[src/rtl/hazard_pkg.sv]
// Shared encodings and types for the hazard detection / forwarding unit.
package hazard_pkg;

  localparam int unsigned FWD_W       = 2;
  localparam int unsigned CNT_W       = 3;
  localparam int unsigned STALL_CNT_W = 16;

  typedef logic [FWD_W-1:0] fwd_t;

  localparam fwd_t FWD_REG    = 2'b00;
  localparam fwd_t FWD_MEM_WB = 2'b01;
  localparam fwd_t FWD_EX_MEM = 2'b10;

  typedef enum logic {
    IDLE  = 1'b0,
    STALL = 1'b1
  } state_t;

endpackage

[src/rtl/fwd_select.sv]
// Single-operand forwarding select: EX/MEM result beats MEM/WB, register 0 never forwards.
module fwd_select
  import hazard_pkg::*;
#(
  parameter int unsigned REG_ADDR_W = 5
) (
  input  logic [REG_ADDR_W-1:0] src,
  input  logic [REG_ADDR_W-1:0] ex_mem_rd,
  input  logic                  ex_mem_regwrite,
  input  logic                  ex_mem_memread,
  input  logic [REG_ADDR_W-1:0] mem_wb_rd,
  input  logic                  mem_wb_regwrite,
  output fwd_t                  fwd
);

  // A load in MEM has no data yet, so it falls through to the MEM/WB check.
  always_comb begin
    fwd = FWD_REG;
    if (ex_mem_regwrite && !ex_mem_memread && (ex_mem_rd != '0) && (ex_mem_rd == src)) begin
      fwd = FWD_EX_MEM;
    end else if (mem_wb_regwrite && (mem_wb_rd != '0) && (mem_wb_rd == src)) begin
      fwd = FWD_MEM_WB;
    end
  end

endmodule

[src/rtl/hazard_forward_unit.sv]
// Load-use stall controller with per-operand EX forwarding selects and a stall cycle counter.
module hazard_forward_unit
  import hazard_pkg::*;
#(
  parameter int unsigned REG_ADDR_W = 5,
  parameter int unsigned NUM_SRC    = 2,
  parameter int unsigned LOAD_LAT   = 1
) (
  input  logic                             clk,
  input  logic                             reset,
  input  logic [NUM_SRC*REG_ADDR_W-1:0]    IF_ID_Src,
  input  logic [NUM_SRC*REG_ADDR_W-1:0]    ID_EX_Src,
  input  logic [REG_ADDR_W-1:0]            ID_EX_Rd,
  input  logic                             ID_EX_MemRead,
  input  logic [REG_ADDR_W-1:0]            EX_MEM_Rd,
  input  logic                             EX_MEM_RegWrite,
  input  logic                             EX_MEM_MemRead,
  input  logic [REG_ADDR_W-1:0]            MEM_WB_Rd,
  input  logic                             MEM_WB_RegWrite,
  input  logic                             Flush,
  output logic [2*NUM_SRC-1:0]             Forward,
  output logic                             PC_Write,
  output logic                             IF_ID_Write,
  output logic                             ID_EX_Bubble,
  output logic [STALL_CNT_W-1:0]           Stall_Count
);

  // The first stall cycle is spent in IDLE, so STALL covers the remaining LOAD_LAT-1.
  localparam logic [CNT_W-1:0] CNT_INIT = CNT_W'((LOAD_LAT > 1) ? (LOAD_LAT - 2) : 0);

  state_t                  state_q, state_d;
  logic [CNT_W-1:0]        cnt_q, cnt_d;
  logic [STALL_CNT_W-1:0]  stall_cnt_q, stall_cnt_d;
  logic                    load_use;
  logic                    stall;

  for (genvar i = 0; i < NUM_SRC; i++) begin : g_fwd
    fwd_select #(
      .REG_ADDR_W (REG_ADDR_W)
    ) u_fwd_select (
      .src             (ID_EX_Src[i*REG_ADDR_W +: REG_ADDR_W]),
      .ex_mem_rd       (EX_MEM_Rd),
      .ex_mem_regwrite (EX_MEM_RegWrite),
      .ex_mem_memread  (EX_MEM_MemRead),
      .mem_wb_rd       (MEM_WB_Rd),
      .mem_wb_regwrite (MEM_WB_RegWrite),
      .fwd             (Forward[2*i +: 2])
    );
  end

  always_comb begin
    load_use = 1'b0;
    for (int i = 0; i < int'(NUM_SRC); i++) begin
      if (ID_EX_Rd == IF_ID_Src[i*REG_ADDR_W +: REG_ADDR_W]) begin
        load_use = 1'b1;
      end
    end
    load_use = load_use && ID_EX_MemRead && (ID_EX_Rd != '0);
  end

  // Next state and stall decision; Flush overrides everything, reset releases the pipeline at once.
  always_comb begin
    state_d = state_q;
    cnt_d   = cnt_q;
    stall   = 1'b0;
    if (Flush) begin
      state_d = IDLE;
      cnt_d   = '0;
    end else begin
      case (state_q)
        IDLE: begin
          if (load_use) begin
            stall = 1'b1;
            if (LOAD_LAT > 1) begin
              state_d = STALL;
              cnt_d   = CNT_INIT;
            end
          end
        end
        STALL: begin
          stall = 1'b1;
          if (cnt_q == '0) begin
            state_d = IDLE;
          end else begin
            cnt_d = cnt_q - CNT_W'(1);
          end
        end
        default: begin
          state_d = IDLE;
          cnt_d   = '0;
        end
      endcase
    end
    if (reset) begin
      stall = 1'b0;
    end
  end

  always_comb begin
    stall_cnt_d = stall_cnt_q;
    if (stall && (stall_cnt_q != '1)) begin
      stall_cnt_d = stall_cnt_q + STALL_CNT_W'(1);
    end
  end

  always_ff @(posedge clk or posedge reset) begin
    if (reset) begin
      state_q     <= IDLE;
      cnt_q       <= '0;
      stall_cnt_q <= '0;
    end else begin
      state_q     <= state_d;
      cnt_q       <= cnt_d;
      stall_cnt_q <= stall_cnt_d;
    end
  end

  assign PC_Write     = ~stall;
  assign IF_ID_Write  = ~stall;
  assign ID_EX_Bubble = stall;
  assign Stall_Count  = stall_cnt_q;

endmodule

[config.mk]
export PLATFORM = sky130hd
export DESIGN_NAME = hazard_forward_unit
export DESIGN_NICKNAME = d
export VERILOG_FILES = /design/src/rtl/hazard_pkg.sv /design/src/rtl/fwd_select.sv /design/src/rtl/hazard_forward_unit.sv
export SDC_FILE = /design/constraint.sdc
export NUM_CORES = 1
export LEC_CHECK = 0
export CAP_MARGIN = 20
export CELL_PAD_IN_SITES_DETAIL_PLACEMENT = 0
export CELL_PAD_IN_SITES_GLOBAL_PLACEMENT = 1
export CORE_MARGIN = 2
export CORE_UTILIZATION = 30
export DETAILED_ROUTE_END_ITERATION = 10
export MAX_ROUTING_LAYER = met4
export PLACE_DENSITY_LB_ADDON = 0.1
export SLEW_MARGIN = 0
export SYNTH_ARGS = -nofsm -noshare
export SYNTH_HDL_FRONTEND = slang
export SYNTH_SLANG_ARGS = --single-unit
[constraint.sdc]
create_clock -name clk -period 2.6 [get_ports clk]
set_input_delay 0.26 -clock clk [delete_from_list [all_inputs] [get_ports clk]]
set_output_delay 0.26 -clock clk [all_outputs]
set_load 0.01 [all_outputs]
==> impl_metrics.yaml <==
finish:
  final_design_area_no_fill_sq_um: 2220
  stdcell_count: 270
  syn_to_layout_area_delta_pct: 60.3
  ratio_of_cells_with_drive_above_1_in_the_final_layout: 0.115
  finish.net_count: 264
  antenna_cells: 0
power_and_ir_drop:
  p_leak_nw: 0.982
  post-layout-total-power_mw: 0.790
  power_density_nw_per_um2: 355
  ir_drop_mv: 0.167
global_route:
  antenna_found_initial: 0
  grt_max_degree: 21
  global_route_wire_length_before_repair_mm: 5.78
  vias_in_the_first_global_route: 1267
  gr-usage-all-layers: 0.146
  globalRouteOverflowTotal: 0
worst_setup_path:
  critical_path_class: "primary input to output port"
  crit_required_ns: 2.34
  worstRegToRegCells: 5
  critPathCaptureType: "output port"
  worst_path_max_stage_delay_ns: 0.52
  worstPathMaxFanout: 2
  reg2reg_setup_slack_ns: 0.61
  worst_r2r_endpoint: "Stall_Count[1]"
  critical_path_arrival_ns: 2.17
  worst_path_max_delay_cell: "clkdlybuf4s50_1"
  rr_startpoint: "Stall_Count[4]"
  start_kind: "primary input"
  timing.critical_path.cells: "clkdlybuf4s50_1 > buf_4 > xnor2_1 > nand3_1 > nor4_1 > buf_4 > clkdlybuf4s50_1"
placement:
  dp_hpwl_mm: 2.99
  numPlacedInstances: 266
  finalWeightedCongestion: 0.776
  buffer_ports.inserted: 64
  dpl-instance-area_sq_um: 2170
synth:
  yosys-top-cells-area: "dfrtp_1 (36%), xor2_1 (16%), xnor2_1 (11%), nor4b_1 (3.2%), nand4_4 (3.1%)"
  cell_type_with_the_largest_total_area_after_synthesis: "dfrtp_1"
  post_synthesis_area_per_instance_sq_um: 9.90
  ys_warn_count: 0
  synth_ff_type: "dfrtp_1"
  synthesis.nets: 185
  synthMostInstantiatedCell: "xor2_1"
  synth.distinct_cells: 28
  seq_area_frac_synth: 0.361
  synth.cell_area_sq_um: 1390
  synth-edff-count: 0
  asyncSetResetFlopFracSynth: 1.00
  synthesis.instances: 140
  number_of_synthesized_register_bits: 20
  portion_of_synthesized_cell_area_occupied_by_the_leading_cell_type: 0.361
  synth.cells.most_frequent: "xor2_1 (26), dfrtp_1 (20), xnor2_1 (18), nand2_1 (10), nor2_1 (8)"
sta:
  hold_violations: 0
  finalCriticalPeriod_ns: 2.43
  fin_worst_hold_slack_ns: 0.468
  slew_headroom: 0.487
  report.final.setup_viol: 0
  fin_skew_ns: 0.00128
  post-route-period-util: 0.934
  slew_violations: 0
  setup-tns-final_ns: 0
  worst_slew_pin_slew_ns: 0.769
  grt_setup_unrepaired: "no"
  maxClockFrequency_ghz: 0.412
clock_tree:
  cts_htree_levels: 1
  cts-buffers-inserted: 3
  clock_transition_at_the_registers_of_the_reported_paths_ns: 0.07
  clock_tree.buffer_depth: 2
  cts_tree: "done"
  clk_latency_ns: 0.26
  setup_fix_buffers_added_after_clock_tree_synthesis: 0
  ctsRootBufferMaster: "clkbuf_8"
  numClockSinks: 20
  post_cts_hold_buffer_count: 0
detailed_routing:
  dr.first_iter.drc_count: 83
  routed-via-count: 1289
  remaining_drc_errors: 0
  detail_route.wirelength_mm: 3.53
  post_drt_via_cell_ratio: 4.77
  dr_pass1_iterations: 4
  post_drt_wl_per_cell_microns: 13.1
  detail-route-antenna-nets: 0
die:
  floorplan.die.height_microns: 72.0
  floorplan.core_area_sq_um: 4410
  top_level_ports: 65
  fp.dieArea_sq_um: 5180
  die_w_microns: 72.0
  initial_utilization: 0.314
  num_rows: 24
run:
  maxCapViolCount: 0
run_status:
  run_status: "completed"
worst_hold_path:
  min-delay-path-class: "primary input to asynchronous set/reset pin"
cells in the final DEF, fill, tap and decap left out, types with 2 or more instances in the layout:
| cell | count |
|---|---|
| a21oi_1 | 3 |
| buf_4 | 12 |
| clkbuf_8 | 4 |
| clkdlybuf4s50_1 | 62 |
| dfrtp_1 | 20 |
| dlygate4sd2_1 | 2 |
| ha_1 | 3 |
| inv_1 | 6 |
| mux2_2 | 2 |
| nand2_1 | 10 |
| nand3_1 | 4 |
| nand4_1 | 2 |
| nand4_4 | 2 |
| nor2_1 | 8 |
| nor2b_1 | 2 |
| nor3_1 | 5 |
| nor3b_1 | 2 |
| nor4_1 | 6 |
| nor4b_1 | 5 |
| o21ai_0 | 2 |
| or4_1 | 4 |
| xnor2_1 | 18 |
| xor2_1 | 26 |
critical path, delay by kind of cell:
kind                   cells  cell delay [ns]
AND/OR/NAND/NOR            2             0.49
buffers and inverters      4             1.27
XOR/XNOR                   1             0.15
worst max path at each step:
stage                              start             end  cells after the start
final                       EX_MEM_Rd[4]      Forward[1]                      7
after global routing        EX_MEM_Rd[4]      Forward[3]                      7
after CTS                   EX_MEM_Rd[4]      Forward[1]                      7
after detailed placement    EX_MEM_Rd[0]      Forward[0]                      6
after global placement      EX_MEM_Rd[0]      Forward[0]                      6
after floorplan           Stall_Count[3]  Stall_Count[1]                      5
cell families (layout without fill, tap and decap cells):
group,count (synthesis),after routing,synth area share
buf+inv,8,86,0.0253
xor+xnor,44,44,0.278
simple gates,54,54,0.251
compound gates,9,9,0.0415
fa+ha+maj,3,3,0.0271
mux,2,2,0.0162
flops,20,20,0.361
report_power, final:
part | internal (mW) | switching, mW | leakage [nW] | total (mW)
sequential | 0.324 | 0.0222 | 0.277 | 0.346
clock | 0.135 | 0.104 | 0.0288 | 0.239
combinational | 0.130 | 0.0747 | 0.676 | 0.204
total | 0.589 | 0.201 | 0.982 | 0.790
per-stage QoR:
| step | util | worst slack, ns |
|---|---|---|
| 2_1_floorplan | - | 0.658 |
| 3_3_place_gp | 0.491 | -0.0823 |
| 3_5_place_dp | 0.491 | -0.137 |
| 4_1_cts | 0.503 | 0.159 |
| 5_1_grt | 0.503 | 0.0283 |
| 6_report | 0.503 | 0.172 |
state kept, by name, summed over array words and instances (netlist names):
name / flops
Stall_Count: 16
cnt_q: 3
state_q: 1
routing by layer:
layer | up-vias | track usage | part of all wire | wire length, microns
li1 | 643 | - | - | -
met1 | 601 | 0.166 | 0.42 | 1490
met2 | 38 | 0.261 | 0.52 | 1830
met3 | 7 | 0.0306 | 0.043 | 151
met4 | 0 | 0.0398 | 0.017 | 61
met5 | - | - | 0 | 0
repair_timing:
item	in CTS	in global routing
gates resized for setup	3	0
endpoints found under the setup margin	2	0
hold endpoints to repair	0	0
layout make-up:
type,instances,area [sq um]
fill,399,2190
multi-input combinational,112,851
timing repair buffer,76,728
sequential,20,500
tap,52,65.1
clock buffer,4,55.1
inverter,6,22.5
(Power assumes the default switching activity.)
